<file path="config.mk">
export PLATFORM = sky130hd
export DESIGN_NAME = serial_borrow_sub
export DESIGN_NICKNAME = d
export VERILOG_FILES = /design/src/rtl/serial_borrow_sub.sv
export SDC_FILE = /design/constraint.sdc
export NUM_CORES = 1
export LEC_CHECK = 0
export ABC_AREA = 1
export CAP_MARGIN = 20
export CORE_MARGIN = 10
export CORE_UTILIZATION = 54
export CTS_BUF_LIST = sky130_fd_sc_hd__clkbuf_4 sky130_fd_sc_hd__clkbuf_8 sky130_fd_sc_hd__clkbuf_16
export DETAILED_ROUTE_END_ITERATION = 8
export PLACE_DENSITY_LB_ADDON = 0.12
export SYNTH_ARGS = -nofsm -noshare
export SYNTH_HDL_FRONTEND = slang
export SYNTH_SLANG_ARGS = --single-unit
</file>
<file path="constraint.sdc">
create_clock -name clk -period 3.85 [get_ports clk]
set_clock_uncertainty 0.2 [all_clocks]
set_input_delay 0.77 -clock clk [delete_from_list [all_inputs] [get_ports clk]]
set_output_delay 0.77 -clock clk [all_outputs]
set_load 0.01 [all_outputs]
</file>
<file path="src/rtl/serial_borrow_sub.sv">
// serial_borrow_sub: bit-serial a - b - bin, one bit per clock, LSB first.
// Optional SUB_OVERFLOW_FLAG_EN adds a signed overflow output ovf.
module serial_borrow_sub #(
   parameter int WIDTH = 8
) (
   input  logic             clk,
   input  logic             rst,
   input  logic             in_valid,
   output logic             in_ready,
   input  logic [WIDTH-1:0] a,
   input  logic [WIDTH-1:0] b,
   input  logic             bin,
   output logic             out_valid,
   input  logic             out_ready,
   output logic [WIDTH-1:0] diff,
   output logic             bout
`ifdef SUB_OVERFLOW_FLAG_EN
   ,
   output logic             ovf
`endif
);

   localparam int CW  = $clog2(WIDTH);
   localparam int MSB = WIDTH - 1;

   typedef enum logic [1:0] {
      IDLE = 2'd0,
      RUN  = 2'd1,
      DONE = 2'd2
   } state_t;

   state_t          state;
   logic [WIDTH-1:0] a_q;
   logic [WIDTH-1:0] b_q;
   logic            br;
   logic [CW-1:0]   cnt;

   logic a_i;
   logic b_i;
   logic g_i;
   logic p_i;
   logic d_i;
   logic br_next;
   logic last;

   // current bit slice: difference bit and borrow generate/propagate
   always_comb begin
      a_i     = a_q[cnt];
      b_i     = b_q[cnt];
      g_i     = ~a_i & b_i;
      p_i     = ~(a_i ^ b_i);
      d_i     = a_i ^ b_i ^ br;
      br_next = g_i | (p_i & br);
      last    = (cnt == CW'(WIDTH - 1));
   end

   // control FSM with registered handshake outputs and result bits
   always_ff @(posedge clk) begin
      if (rst) begin
         state     <= IDLE;
         in_ready  <= 1'b1;
         out_valid <= 1'b0;
         diff      <= '0;
         bout      <= 1'b0;
         a_q       <= '0;
         b_q       <= '0;
         br        <= 1'b0;
         cnt       <= '0;
`ifdef SUB_OVERFLOW_FLAG_EN
         ovf       <= 1'b0;
`endif
      end else begin
         unique case (state)
            IDLE: begin
               if (in_valid && in_ready) begin
                  a_q      <= a;
                  b_q      <= b;
                  br       <= bin;
                  cnt      <= '0;
                  in_ready <= 1'b0;
                  state    <= RUN;
               end
            end
            RUN: begin
               diff[cnt] <= d_i;
               br        <= br_next;
               cnt       <= cnt + CW'(1);
               if (last) begin
                  bout      <= br_next;
`ifdef SUB_OVERFLOW_FLAG_EN
                  ovf       <= (a_q[MSB] != b_q[MSB]) &&
                               (d_i != a_q[MSB]);
`endif
                  out_valid <= 1'b1;
                  state     <= DONE;
               end
            end
            DONE: begin
               if (out_ready) begin
                  out_valid <= 1'b0;
                  in_ready  <= 1'b1;
                  state     <= IDLE;
               end
            end
            default: begin
               out_valid <= 1'b0;
               in_ready  <= 1'b1;
               state     <= IDLE;
            end
         endcase
      end
   end

endmodule
</file>
==> results of run 1 <==
[flip-flops by register name (all words and copies together), names as in the netlist]
signal	flops
bout	1
a_q	8
br	1
cnt	3
out_valid	1
in_ready	1
b_q	8
state	2
diff	8
[layout by cell type, fill, tap and decap left out]
master,n
sky130_fd_sc_hd__inv_2,3
sky130_fd_sc_hd__o21ai_0,14
sky130_fd_sc_hd__ha_1,2
sky130_fd_sc_hd__nor2_1,61
sky130_fd_sc_hd__inv_1,18
sky130_fd_sc_hd__clkinv_2,1
sky130_fd_sc_hd__o211ai_1,1
sky130_fd_sc_hd__nand4_1,1
sky130_fd_sc_hd__a21oi_1,13
sky130_fd_sc_hd__clkbuf_4,5
sky130_fd_sc_hd__or2_1,1
sky130_fd_sc_hd__nand3_1,13
sky130_fd_sc_hd__inv_4,1
sky130_fd_sc_hd__clkbuf_8,2
sky130_fd_sc_hd__o21ai_1,7
sky130_fd_sc_hd__or2_0,2
sky130_fd_sc_hd__nor2_2,1
sky130_fd_sc_hd__dfxtp_1,33
sky130_fd_sc_hd__fa_1,1
sky130_fd_sc_hd__clkdlybuf4s50_1,31
sky130_fd_sc_hd__nor2_4,1
sky130_fd_sc_hd__nand2_1,37
sky130_fd_sc_hd__nand2_4,2
[cell families (layout without fill, tap and decap cells)]
kind of cell | Yosys count | in the layout | share of synthesized area, %
fa+ha+maj | 3 | 3 | 2.97
simple gates | 119 | 119 | 32.8
compound gates | 35 | 35 | 11.7
buf+inv | 29 | 61 | 9.06
flops | 33 | 33 | 43.5
[critical path, cell delays in order (launching register included)]
cell and delay [ps]:
sky130_fd_sc_hd__dfxtp_1 710, sky130_fd_sc_hd__inv_2 140, sky130_fd_sc_hd__or2_0 220, sky130_fd_sc_hd__nand2_1 70
sky130_fd_sc_hd__nand4_1 120, sky130_fd_sc_hd__fa_1 470, sky130_fd_sc_hd__inv_1 200, sky130_fd_sc_hd__nand3_1 110
sky130_fd_sc_hd__nand2_1 70, sky130_fd_sc_hd__nor2_1 50
[report_power, final]
part / internal (µW) / leakage (µW) / switching (µW)
registers: 365 / 0.000270 / 18.1
logic: 58.2 / 0.000493 / 75.8
clock network: 106 / 0.0000413 / 117
total: 529 / 0.000805 / 210
[path summary, 6_finish.rpt]
check	to	cells after the start	start	slack (ps)
worst max-delay path	diff[2]	9	cnt[0]	1400
worst min-delay path	out_valid	2	out_valid	250
worst max register to register	diff[2]	9	cnt[0]	1400
worst min register to register	out_valid	2	out_valid	250
[cell usage after synthesis, drive strengths merged]
cell	count	area, µm²
fa	1	20.0
inv	22	85.1
o211ai	1	7.51
or2	3	18.8
dfxtp	33	661
nand3	13	65.1
nand2	39	161
a21oi	13	65.1
ha	2	25.0
nor2	63	246
nand4	1	6.26
o21ai	21	105
buf	7	52.5
[area by class of cell]
| cell class | count | area share, % |
|---|---|---|
| clock buffer | 7 | 3.45 |
| clock inverter | 1 | 0.265 |
| inverter | 22 | 4.51 |
| multi-input combinational | 157 | 38.2 |
| sequential | 33 | 35.0 |
| tap | 31 | 2.06 |
| timing repair buffer | 31 | 16.5 |
[per-layer routing]
metal / routed length, µm / vias up / part of all wire (%)
met4: 20 / 0 / 0.64
met5: 0 / - / 0
met2: 1380 / 29 / 44
li1: - / 753 / -
met3: 173 / 2 / 5.5
met1: 1570 / 590 / 50
[metrics by stage]
step / instances / setup slack, ps
after global routing: 282 / 1190
final: 282 / 1400
after floorplan: 219 / 1850
after detailed placement: 274 / 1410
after global placement: 274 / 1420
after CTS: 282 / 1410
==> results.ini, run 1 <==
[logic_synthesis]
synthCells=219
syn_warnings=0
yosys_register_bits=33
synthesis.area_mm2=0.00152
synth_fp_nets=243
synth_seq_area_share_pct=43.5
post_synthesis_mean_instance_area_um2=6.94
yosysUniqueCellTypes=22

[sta]
totalNegativeSetupSlack_ps=0
worst_pin_slew_ps=674
timing.final.hold_violations=0
setup_viol=0
rsz0062_at_grt=false
finalHoldWorstSlack_ps=249
slew_viol_final=0
min_period_over_period_pct=63.6
max_slew_headroom_pct=55.0
timing.final.crit_period_ps=2450
max_freq_mhz=408

[global_route]
first_global_vias=1239
top_usage_layer=met2
use_met3_pct=5.31
global_route.overflow_total=0
groute.layer.met1.usage_pct=14.4
pin_count_of_the_biggest_net_entering_global_routing=26
antenna_violations_before_repair=0
globalRouteTotalUtil_pct=12.1
grt_pass1_wl_mm=5.29
grt_util_met2_pct=18.8

[power]
power.density_mw_per_mm2=392
total_power_uw=739
max-vdd-ir-drop_v=0.000292
power.static_leakage_uw=0.000805

[clock_network]
clock_latency_of_the_later_clocked_register_in_the_worst_skew_pair_ps=330
clock_path_buffers=2
tritoncts.num_buffers=5
tritoncts=built
cts.htree.levels=2
cts.sinks=33
post_cts_buffers=0
clockRootBuffer=sky130_fd_sc_hd__clkbuf_4
post_cts_resize_count=0
clk_pin_slew_ps=110
number_of_buffers_inserted_by_hold_repair_at_cts=0

[route]
drt_pass1_iterations=4
route.detailed.vias_per_inst=4.87
vias=1374
drt_wl_total_mm=3.14
detail_route.drc_violations=0
drt_iter0_markers=65
final_antenna_net_count=0
route.detailed.wl_per_inst_um=11.1

[finish]
multi_input_comb_area_um2=721
drive_above_1_share_pct=6.37
ff_latch_area_um2=661
post-route-util_pct=69.0
antenna_cells_inserted=0
layout.filler_cells=260
finish.instance_area_mm2=0.00189
flow.area_growth_from_synthesis_pct=24.1
design.final.nets=274

[worst_setup_path]
cp_data_required_time_ps=3890
timing_worst_setup_path_type=reg -> reg
timing.critical_path.from_type=flop
timing.critical_path.fanout_max=15
crit_arrival_ps=2490
setup.worst_path.end_class=flop

[floorplan]
start_util_pct=55.6
core_area_mm2=0.00273
fp.dieW_um=73.0
io_pins=32
fp.dieArea_mm2=0.00533
num_rows=19
die_y_um=73.0

[placed_design]
final_replace_weighted_congestion=0.796
port-buffer-count=31
dp.final_hpwl_mm=2.33
placement.cell_area_mm2=0.00182

[run_status]
outcome=finished clean

[worst_hold_path]
min-delay-path-class=reg -> reg

[job]
max-cap-violations=0

(Power assumes the default switching activity.)
==> run 2: changes to the inputs <==
CORE_UTILIZATION = 50   (was 54)
clock period = 2.33 ns   (was 3.85 ns; I/O delays follow)
==> run 2 against run 1 <==
Non-clock buffer count up 4. Via count rose by 4.5%. Global-route usage is 0.90 points higher. Cell area is 1.1% higher. Critical endpoint is now diff[6]. Largest cell class unchanged. Highest routed layer unchanged.
==> results.ini, run 2 (same netlist as run 1, synthesis figures left out) <==
[finish]
finalNonFillerCells=286
design.final.nets=278
layout.filler_cells=286
biggestRegsByFlops=a_q: 8 flops, b_q: 8 flops, diff: 8 flops
most_frequent_cells_in_the_layout=sky130_fd_sc_hd__nor2_1 (61), sky130_fd_sc_hd__nand2_1 (37), sky130_fd_sc_hd__dfxtp_1 (33)
flow.area_growth_from_synthesis_pct=25.5
antenna_cells_inserted=0
drive_above_1_share_pct=7.84
layout_commonest_cell=sky130_fd_sc_hd__nor2_1

[global_route]
first_global_vias=1328
grt_pass1_wl_mm=5.72
global_route.overflow_total=0
antenna_violations_before_repair=0
globalRouteTotalUtil_pct=13.0
pin_count_of_the_biggest_net_entering_global_routing=23

[route]
drt_pass1_iterations=4
detail_route.drc_violations=0
final_antenna_net_count=0
route.detailed.vias_per_inst=5.02
route.detailed.wl_per_inst_um=11.8
vias=1436
drt_iter0_markers=95
drt_wl_total_mm=3.37

[worst_setup_path]
crit_slowest_cell=sky130_fd_sc_hd__dfxtp_1
cp_data_required_time_ps=2380
timing_worst_setup_path_type=reg -> reg
timing.critical_path.from_type=flop
timing.critical_path.cells=inv_1 > nand2_1 > nor2_1 > o21ai_0 > nand2_1 > nor2_1 > fa_1 > inv_1 > nand3_1 > nand2_1 > nor2_1
reg2reg_setup_slack_ps=250
crit_arrival_ps=2120
setup.worst_path.end_class=flop
timing.critical_path.fanout_max=8
delay_of_the_slowest_cell_on_the_worst_path_ps=420

[clock_network]
tritoncts.num_buffers=5
clockRootBuffer=sky130_fd_sc_hd__clkbuf_4
clock_path_buffers=2
clock_latency_of_the_later_clocked_register_in_the_worst_skew_pair_ps=350
cts.sinks=33
post_cts_resize_count=0
cts.htree.levels=2
tritoncts=built
clk_pin_slew_ps=100
post_cts_buffers=0
number_of_buffers_inserted_by_hold_repair_at_cts=0

[floorplan]
fp.dieW_um=75.1
die_y_um=75.1
start_util_pct=53.7
io_pins=32
num_rows=19
fp.dieArea_mm2=0.00564
core_area_mm2=0.00283

[placed_design]
place.detailed.instances=278
final_replace_weighted_congestion=0.854
port-buffer-count=31
dp.final_hpwl_mm=2.54
dp_worst_setup_slack_ps=258

[run_status]
outcome=finished clean

[job]
max-cap-violations=0

[sta]
postLayoutSetupSlackWorst_ps=252
min_period_over_period_pct=89.2
max_freq_mhz=481
slew_viol_final=0
timing.final.hold_violations=0
rsz0062_at_grt=false
timing.final.crit_period_ps=2080
totalNegativeSetupSlack_ps=0
max_slew_headroom_pct=69.9
worst_pin_slew_ps=451
setup_viol=0

[power]
max-vdd-ir-drop_v=0.000470
power.static_leakage_uw=0.000821
power.density_mw_per_mm2=636

[worst_hold_path]
min-delay-path-class=reg -> reg

-- run 2: changes by cell type in the layout (fill, tap and decap cells not counted), sizes merged --
cell	before	now
buf	0	4
clkbuf	7	8
clkinv	1	0
-- run 2: area by class of cell --
type / instances / area, µm² / share of cell area (%)
sequential: 33 / 661 / 34.7
multi-input combinational: 157 / 721 / 37.8
tap: 31 / 38.8 / 2.04
inverter: 22 / 85.1 / 4.46
clock buffer: 8 / 60.1 / 3.15
timing repair buffer: 35 / 340 / 17.9
-- run 2: path summary, 6_finish.rpt --
kind | start | end | cells past startpoint
hold reg to reg | out_valid | out_valid | 2
setup reg to reg | cnt[2] | diff[6] | 11
setup / recovery | cnt[2] | diff[6] | 11
hold / removal | out_valid | out_valid | 2
-- run 2: through the flow --
step | hold WS (ps) | total power [µW] | cell area, µm² | utilization [%]
floorplan | 246 | 803 | 1520 | -
global placement | 231 | 873 | 1850 | 65.2
detailed placement | 243 | 879 | 1850 | 65.2
CTS | 257 | 1220 | 1910 | 67.4
global route | 279 | 1290 | 1910 | 67.4
finish | 255 | 1210 | 1910 | 67.4
-- run 2: critical path, delay by kind of cell (launching register included) --
family                     cells  cell delay, ps
AOI/OAI and AO/OA              1              60
adders and majority gates      1             420
buffers and inverters          2             270
DFF                            1             420
and+or+nand+nor                7             590
-- run 2: layer usage --
layer | track usage (%) | wire length [µm] | vias to the layer above | share of wire, %
li1 | - | - | 760 | -
met1 | 16.0 | 1630 | 636 | 49
met2 | 19.7 | 1510 | 35 | 45
met3 | 5.26 | 185 | 5 | 5.5
met4 | 5.04 | 42 | 0 | 1.2
met5 | 0 | 0 | - | 0
-- run 2: power by group --
group	switching (µW)	internal, µW	total, µW
Sequential	25.4	603	629
Clock	191	155	346
Combinational	135	102	236
